File: src/rtl/cnn_tx_pkg.sv
// ---------------------------------------------------------------------------
// cnn_tx_pkg
// Shared types and constants for the CNN result transmit path.
//   tx_state_t       : UART hand-off FSM states (IDLE, LOAD, WAIT, DRAIN)
//   NUM_BITS_DEF     : result bits per frame for a 26x26 feature map
//   FIFO_DEPTH_DEF   : default byte FIFO depth
//   bytes_per_frame  : number of bytes needed to carry n result bits
// ---------------------------------------------------------------------------
package cnn_tx_pkg;

    typedef enum logic [1:0] {
        IDLE  = 2'd0,
        LOAD  = 2'd1,
        WAIT  = 2'd2,
        DRAIN = 2'd3
    } tx_state_t;

    localparam int NUM_BITS_DEF   = 676;
    localparam int FIFO_DEPTH_DEF = 4;

    function automatic int bytes_per_frame(input int n);
        return (n + 7) / 8;
    endfunction

endpackage

File: src/rtl/cnn_tx_fifo.sv
// ---------------------------------------------------------------------------
// cnn_tx_fifo
// Small synchronous FIFO shared by the CNN byte input and result output paths.
// Parameters: DEPTH (power of 2, >= 2), WIDTH (entry width).
// Ports:
//   clk    in   system clock
//   rst_n  in   synchronous active-low reset (empties the FIFO)
//   clr    in   synchronous flush; overrides push and pop in the same cycle
//   push   in   write din (ignored when full)
//   din    in   write data
//   pop    in   discard head entry (ignored when empty)
//   dout   out  head entry, valid whenever empty=0
//   full   out  count == DEPTH
//   empty  out  count == 0
//   count  out  number of stored entries
// ---------------------------------------------------------------------------
module cnn_tx_fifo #(
    parameter int DEPTH = 4,
    parameter int WIDTH = 8
) (
    input  logic                     clk,
    input  logic                     rst_n,
    input  logic                     clr,
    input  logic                     push,
    input  logic [WIDTH-1:0]         din,
    input  logic                     pop,
    output logic [WIDTH-1:0]         dout,
    output logic                     full,
    output logic                     empty,
    output logic [$clog2(DEPTH):0]   count
);

    localparam int AW   = $clog2(DEPTH);
    localparam int CNTW = AW + 1;
    localparam logic [AW:0] FULL_CNT = CNTW'(DEPTH);

    logic [WIDTH-1:0] mem [DEPTH];
    logic [AW-1:0]    wr_ptr_reg;
    logic [AW-1:0]    rd_ptr_reg;
    logic [AW:0]      count_reg;
    logic             do_push;
    logic             do_pop;

    assign full    = (count_reg == FULL_CNT);
    assign empty   = (count_reg == '0);
    assign count   = count_reg;
    assign dout    = mem[rd_ptr_reg];
    assign do_push = push && !full && !clr;
    assign do_pop  = pop && !empty && !clr;

    // Storage carries no reset; only the pointers define validity.
    always_ff @(posedge clk) begin
        if (do_push) begin
            mem[wr_ptr_reg] <= din;
        end
    end

    always_ff @(posedge clk) begin
        if (!rst_n || clr) begin
            wr_ptr_reg <= '0;
            rd_ptr_reg <= '0;
            count_reg  <= '0;
        end else begin
            if (do_push) begin
                wr_ptr_reg <= wr_ptr_reg + AW'(1);
            end
            if (do_pop) begin
                rd_ptr_reg <= rd_ptr_reg + AW'(1);
            end
            case ({do_push, do_pop})
                2'b10:   count_reg <= count_reg + CNTW'(1);
                2'b01:   count_reg <= count_reg - CNTW'(1);
                default: count_reg <= count_reg;
            endcase
        end
    end

endmodule

File: src/rtl/cnn_result_tx.sv
// ---------------------------------------------------------------------------
// cnn_result_tx
// Packs the 1-bit result stream of cnn_core into bytes (LSB = first bit
// received), buffers them in a byte FIFO and hands them to the UART
// transmitter over the trmt / tx_data / tx_done handshake. One frame is
// NUM_BITS result bits; the last byte of a frame is zero-padded.
//
// Optional feature, macro CNN_RESULT_TX_CHKSUM_EN: when defined, an 8-bit
// mod-256 sum of the frame's data bytes is appended as one extra byte and
// frame_done follows that byte instead of the final data byte.
//
// Ports:
//   clk         in   system clock
//   rst_n       in   synchronous active-low reset
//   bit_vld     in   result bit valid
//   bit_in      in   result bit
//   bit_rdy     out  a bit can be accepted this cycle
//   frame_clr   in   abort current frame, flush packer and FIFO
//   trmt        out  one-cycle pulse: UART starts sending tx_data
//   tx_data     out  byte to transmit, stable until next trmt
//   tx_done     in   UART finished the current byte
//   bsy         out  frame in progress
//   frame_done  out  one-cycle pulse after the frame's final byte completes
// ---------------------------------------------------------------------------
module cnn_result_tx
    import cnn_tx_pkg::*;
#(
    parameter int NUM_BITS   = NUM_BITS_DEF,
    parameter int FIFO_DEPTH = FIFO_DEPTH_DEF
) (
    input  logic       clk,
    input  logic       rst_n,
    input  logic       bit_vld,
    input  logic       bit_in,
    output logic       bit_rdy,
    input  logic       frame_clr,
    output logic       trmt,
    output logic [7:0] tx_data,
    input  logic       tx_done,
    output logic       bsy,
    output logic       frame_done
);

    localparam int         CW       = $clog2(FIFO_DEPTH);
    localparam logic [9:0] LAST_BIT = 10'(NUM_BITS - 1);

    // Packer
    logic [7:0] shift_reg;
    logic [7:0] shift_next;
    logic [7:0] byte_val;
    logic [2:0] bit_cnt_reg;
    logic [9:0] frame_cnt_reg;
    logic       accept;
    logic       last_bit;
    logic       byte_done;
    logic       clr_byte;

    // Transmit FSM
    tx_state_t  state_reg;
    logic       trmt_reg;
    logic [7:0] tx_data_reg;
    logic       frame_done_reg;
    logic       last_sent_reg;

    // FIFO entries are {end-of-frame flag, byte}
    logic       fifo_push;
    logic       fifo_pop;
    logic [8:0] fifo_din;
    logic [8:0] fifo_dout;
    logic       fifo_full;
    logic       fifo_empty;
    logic [CW:0] fifo_count;

    assign last_bit  = (frame_cnt_reg == LAST_BIT);
    assign accept    = bit_vld && bit_rdy && !frame_clr;
    assign byte_done = accept && ((bit_cnt_reg == 3'd7) || last_bit);
    // The shift register is zeroed after every push, so bits above bit_cnt
    // are always 0 and the final short byte comes out zero-padded.
    assign clr_byte  = frame_clr || byte_done;

    generate
        for (genvar gi = 0; gi < 8; gi++) begin : g_pack
            assign byte_val[gi]   = (bit_cnt_reg == 3'(gi)) ? bit_in : shift_reg[gi];
            assign shift_next[gi] = clr_byte ? 1'b0
                                  : ((accept && (bit_cnt_reg == 3'(gi))) ? bit_in : shift_reg[gi]);
        end
    endgenerate

`ifdef CNN_RESULT_TX_CHKSUM_EN
    logic       chk_pend_reg;
    logic [7:0] sum_reg;
    logic       chk_push;

    // Input is held off while the checksum waits for FIFO space so that a
    // data push can never collide with the checksum push.
    assign bit_rdy   = !fifo_full && !chk_pend_reg;
    assign chk_push  = chk_pend_reg && !fifo_full && !frame_clr;
    assign fifo_push = byte_done || chk_push;
    assign fifo_din  = chk_pend_reg ? {1'b1, sum_reg} : {1'b0, byte_val};

    always_ff @(posedge clk) begin
        if (!rst_n || frame_clr) begin
            chk_pend_reg <= 1'b0;
            sum_reg      <= 8'h00;
        end else if (byte_done) begin
            sum_reg      <= sum_reg + byte_val;
            chk_pend_reg <= last_bit;
        end else if (chk_push) begin
            sum_reg      <= 8'h00;
            chk_pend_reg <= 1'b0;
        end
    end

    assign bsy = (bit_cnt_reg != 3'd0) || (frame_cnt_reg != 10'd0) ||
                 (fifo_count != '0) || (state_reg != IDLE) || chk_pend_reg;
`else
    assign bit_rdy   = !fifo_full;
    assign fifo_push = byte_done;
    assign fifo_din  = {last_bit, byte_val};

    assign bsy = (bit_cnt_reg != 3'd0) || (frame_cnt_reg != 10'd0) ||
                 (fifo_count != '0) || (state_reg != IDLE);
`endif

    always_ff @(posedge clk) begin
        if (!rst_n) begin
            shift_reg     <= 8'h00;
            bit_cnt_reg   <= 3'd0;
            frame_cnt_reg <= 10'd0;
        end else begin
            shift_reg <= shift_next;
            if (frame_clr) begin
                bit_cnt_reg   <= 3'd0;
                frame_cnt_reg <= 10'd0;
            end else if (accept) begin
                bit_cnt_reg   <= byte_done ? 3'd0 : bit_cnt_reg + 3'd1;
                frame_cnt_reg <= last_bit ? 10'd0 : frame_cnt_reg + 10'd1;
            end
        end
    end

    cnn_tx_fifo #(
        .DEPTH (FIFO_DEPTH),
        .WIDTH (9)
    ) u_fifo (
        .clk   (clk),
        .rst_n (rst_n),
        .clr   (frame_clr),
        .push  (fifo_push),
        .din   (fifo_din),
        .pop   (fifo_pop),
        .dout  (fifo_dout),
        .full  (fifo_full),
        .empty (fifo_empty),
        .count (fifo_count)
    );

    assign fifo_pop = (state_reg == LOAD) && !frame_clr;

    // Hand-off FSM. A byte popped in LOAD is owned by the UART until
    // tx_done; an abort during that time parks in DRAIN so no new trmt is
    // issued before the UART is free again.
    always_ff @(posedge clk) begin
        if (!rst_n) begin
            state_reg      <= IDLE;
            trmt_reg       <= 1'b0;
            tx_data_reg    <= 8'h00;
            frame_done_reg <= 1'b0;
            last_sent_reg  <= 1'b0;
        end else begin
            trmt_reg       <= 1'b0;
            frame_done_reg <= 1'b0;
            case (state_reg)
                IDLE: begin
                    if (!frame_clr && !fifo_empty) begin
                        state_reg <= LOAD;
                    end
                end
                LOAD: begin
                    if (frame_clr) begin
                        state_reg <= DRAIN;
                    end else begin
                        trmt_reg      <= 1'b1;
                        tx_data_reg   <= fifo_dout[7:0];
                        last_sent_reg <= fifo_dout[8];
                        state_reg     <= WAIT;
                    end
                end
                WAIT: begin
                    if (frame_clr) begin
                        state_reg <= DRAIN;
                    end else if (tx_done) begin
                        frame_done_reg <= last_sent_reg;
                        state_reg      <= IDLE;
                    end
                end
                DRAIN: begin
                    if (tx_done) begin
                        state_reg <= IDLE;
                    end
                end
                default: state_reg <= IDLE;
            endcase
        end
    end

    assign trmt       = trmt_reg;
    assign tx_data    = tx_data_reg;
    assign frame_done = frame_done_reg;

endmodule

File: config.mk
export PLATFORM = sky130hd
export DESIGN_NAME = cnn_result_tx
export DESIGN_NICKNAME = d
export VERILOG_FILES = /design/src/rtl/cnn_tx_pkg.sv /design/src/rtl/cnn_tx_fifo.sv /design/src/rtl/cnn_result_tx.sv
export SDC_FILE = /design/constraint.sdc
export NUM_CORES = 1
export LEC_CHECK = 0
export ABC_AREA = 1
export BUFFER_PORTS_ARGS = -buffer_cell sky130_fd_sc_hd__buf_2
export CAP_MARGIN = 0
export CORE_MARGIN = 3
export CORE_UTILIZATION = 55
export DETAILED_ROUTE_END_ITERATION = 16
export GPL_TIMING_DRIVEN = 0
export PLACE_DENSITY = 0.73
export SYNTH_ARGS = -nofsm -noshare
export SYNTH_HDL_FRONTEND = slang
export SYNTH_HIERARCHICAL = 1
export SYNTH_SLANG_ARGS = --single-unit
File: constraint.sdc
create_clock -name clk -period 5.7 [get_ports clk]
set_clock_uncertainty 0.05 [all_clocks]
set_input_delay 0.57 -clock clk [delete_from_list [all_inputs] [get_ports clk]]
set_output_delay 0.57 -clock clk [all_outputs]
set_load 0.02 [all_outputs]
==> summary.md <==
| Metric | Value |
|---|---|
| Crit path DAT | `around 2.7 ns` |
| Overflow after GRT | `0` |
| Syn nets | `around 440` |
| Combinational share of power | `about 5.0%` |
| Layout cells sized above 1 | `between 10 and 15%` |
| Vias in the first global route | `2,561` |
| Worst R2R Setup Slack | `between 2 and 3 ns` |
| Post-synthesis instance total | `between 400 and 500` |
| Switching pwr | `between 0.0002 and 0.00025 W` |
| Die width | `just under 90 um` |
| Netlist cell types | `33` |
| Ports | `18` |
| Syn_area_per_cell | `8.77 um2` |
| Least-Margin Pin Slew | `roughly 0.85 ns` |
| Vias/cell | `between 5 and 6` |
| Dpl hpwl | `between 4000 and 5000 um` |
| Mapped cell area | `~3700 um2` |
| Effective utilization at floorplan | `57.1%` |
| Port-buffer cells | `17` |
| Die area | `between 7000 and 8000 um2` |
| Ys flop type | `dfxtp_1` |
| Max Root-Sink Buffers | `2` |
| Static leakage | `1.67 nW` |
| Hold Vio Cnt, Final | `0` |
| Asr flop ratio synth | `0%` |
| Post-synth EDFFs | `36` |
| Clock power frac | `36.5%` |
| Minimum clock period after layout | `around 2.8 ns` |
| Area Overhead vs Synth | `9.72%` |
| Max Transition Viols Final | `0` |
| Worst vdd ir | `between 0.15 and 0.2 mV` |
| Post-CTS Resized | `0` |
| Largest net degree at the start of global routing | `14` |
| WP data required | `around 5.6 ns` |
| Clock slew at reported path FFs | `roughly 0.080 ns` |
| Antenna violations before repair | `0` |
| Via count | `around 2.7k` |
| Sink Count | `slightly below 80` |
| Setup-failing EPs final | `0` |
| Period utilization | `between 40% and 50%` |
| Net switching fraction of the power | `between 20% and 30%` |
| # H-tree levels | `3` |
| Gr usage total | `~20%` |
| Critical path startpoint category | `flop` |
| Placer's final routability congestion estimate | `between 0.8 and 0.9` |
| Final wirelength | `approximately 6900 um` |
| Row count | `29` |
| Largest register FFs | `36` |
| DR iter-0 viols | `between 150 and 200` |
| Worst-Skew Late Latency | `~0.35 ns` |
| CTS Hold Bufs | `0` |
| WS Path Type | `flop to flop` |
| Peak Freq | `357 MHz` |
| Sequential power share | `between 50% and 60%` |
| Worst Setup End Kind | `flop` |
| DP Cell Count | `512` |
| DRC errors left | `0` |
| Flop and latch count out of synthesis | `79` |
| Ant. Diodes | `0` |
| Outcome | `finished clean` |
| Clock root cell | `clkbuf_8` |
| Worst slew margin | `between 40% and 50%` |
| Ys Warns | `6` |
| Fin cells | `between 500 and 600` |
| Power Dens Cells | `253 nW/um2` |
| Core area | `about 6400 um2` |
| Max-Cap Viols | `0` |
| CTS tree | `yes` |
| Postcts setup bufs | `0` |
| Hold crit path type | `flop to flop` |
| CTS Buf Count | `9` |
| First-pass GRT wire length | `~12,000 um` |
| Avg WL per Cell | `~13 um` |
| Internal Power | `around 0.0008 W` |
| Crit Path Max Fanout | `9` |
| Seq/Total Area, Yosys | `a little over half` |
| DRT Pass-1 Iters | `4` |
| Post-route ant nets | `0` |
| Die Y-Extent | `87.7 um` |
| Nets@finish | `~470` |
| Setup_tns | `0 ns` |
| RSZ-0062 raised after global routing | `false` |
## area by class of cell
class / count / area [um2]
fill: 540 / 2400
clock buffer: 11 / 141
sequential: 79 / 1940
buffer: 8 / 81.3
multi-input combinational: 276 / 1430
tap: 77 / 96.3
inverter: 55 / 211
timing repair buffer: 17 / 85.1
clock inverter: 5 / 33.8
## cell usage in the layout, fill, tap and decap left out, drive strengths merged, types with 12 or more instances in the layout
cell    instances
edfxtp         36
o21ai          37
inv            55
nand3          27
ha             13
nor2           69
nand2          93
clkbuf         12
dfxtp          43
buf            24
## stage by stage
step                      cell area (um2)  utilization [%]  total power [W]  worst slack, ns  hold slack, ns
final                                4020             62.7          0.00102             2.90           0.383
after global routing                 4020             62.7          0.00106             2.69           0.423
after CTS                            4020             62.7          0.00103             2.86           0.386
after detailed placement             3850             59.9         0.000660             2.77           0.375
after global placement               3850             59.9         0.000659             2.79           0.370
after floorplan                      3670                -         0.000644             3.24           0.360
## power by group through the flow
stage | clock [W] | combinational, W | sequential [W]
floorplan | 0 | 0.0000340 | 0.000610
global placement | 0 | 0.0000500 | 0.000609
detailed placement | 0 | 0.0000509 | 0.000609
CTS | 0.000381 | 0.0000512 | 0.000596
global route | 0.000405 | 0.0000579 | 0.000597
finish | 0.000372 | 0.0000504 | 0.000596
## synthesized netlist by cell type, types with 2 or more instances
cell	instances	area, um2
inv_1	48	180
o22ai_1	9	56.3
a21oi_1	9	45.0
nand2_4	5	56.3
buf_6	4	45.0
o21ai_0	35	175
nand2_1	85	319
nand3_2	2	20.0
nand4_1	5	31.3
nor4_1	3	18.8
nor2_1	63	236
dfxtp_1	43	861
nor3_1	3	15.0
nor2_4	3	33.8
buf_4	3	22.5
ha_1	13	163
o21ai_1	2	10.0
inv_2	6	22.5
edfxtp_1	36	1080
nor2_2	3	18.8
nand3_1	24	120
nand2_2	3	18.8
## kinds of logic after synthesis
logic type / synth area share, %
buf+inv: 7.98
fa+ha+maj: 4.98
xor+xnor: 0.478
simple gates: 25.1
compound gates: 8.46
flops: 53.0
## critical path, stage by stage (launching register included)
cell and delay [ns]:
dfxtp_1 0.44, nor2_4 0.08, nand2_4 0.09, inv_1 0.04
inv_1 0.09, nand3_4 0.16, inv_2 0.19, nand2_1 0.17
nand2_1 0.13, inv_1 0.06, nor2_2 0.16, nand2_4 0.10
nor2_1 0.66
## per-layer routing
metal	global-route usage [%]	wire (um)	part of all wire, %	up-vias
met4	6.83	85	1.2	0
met2	32.8	3380	49	40
li1	-	-	-	1420
met3	6.02	313	4.5	8
met5	0	0	0	-
met1	25.1	3150	45	1278
## final timing paths
check / from / endpoint / cells past startpoint
worst min register to register: shift_reg[7] / shift_reg[7] / 2
worst max-delay path: u_fifo/count[1] / u_fifo/mem[2][1] / 12
worst min-delay path: shift_reg[7] / shift_reg[7] / 2
worst max register to register: u_fifo/count[1] / u_fifo/mem[2][1] / 12
Power figures use the tool's default switching activity.
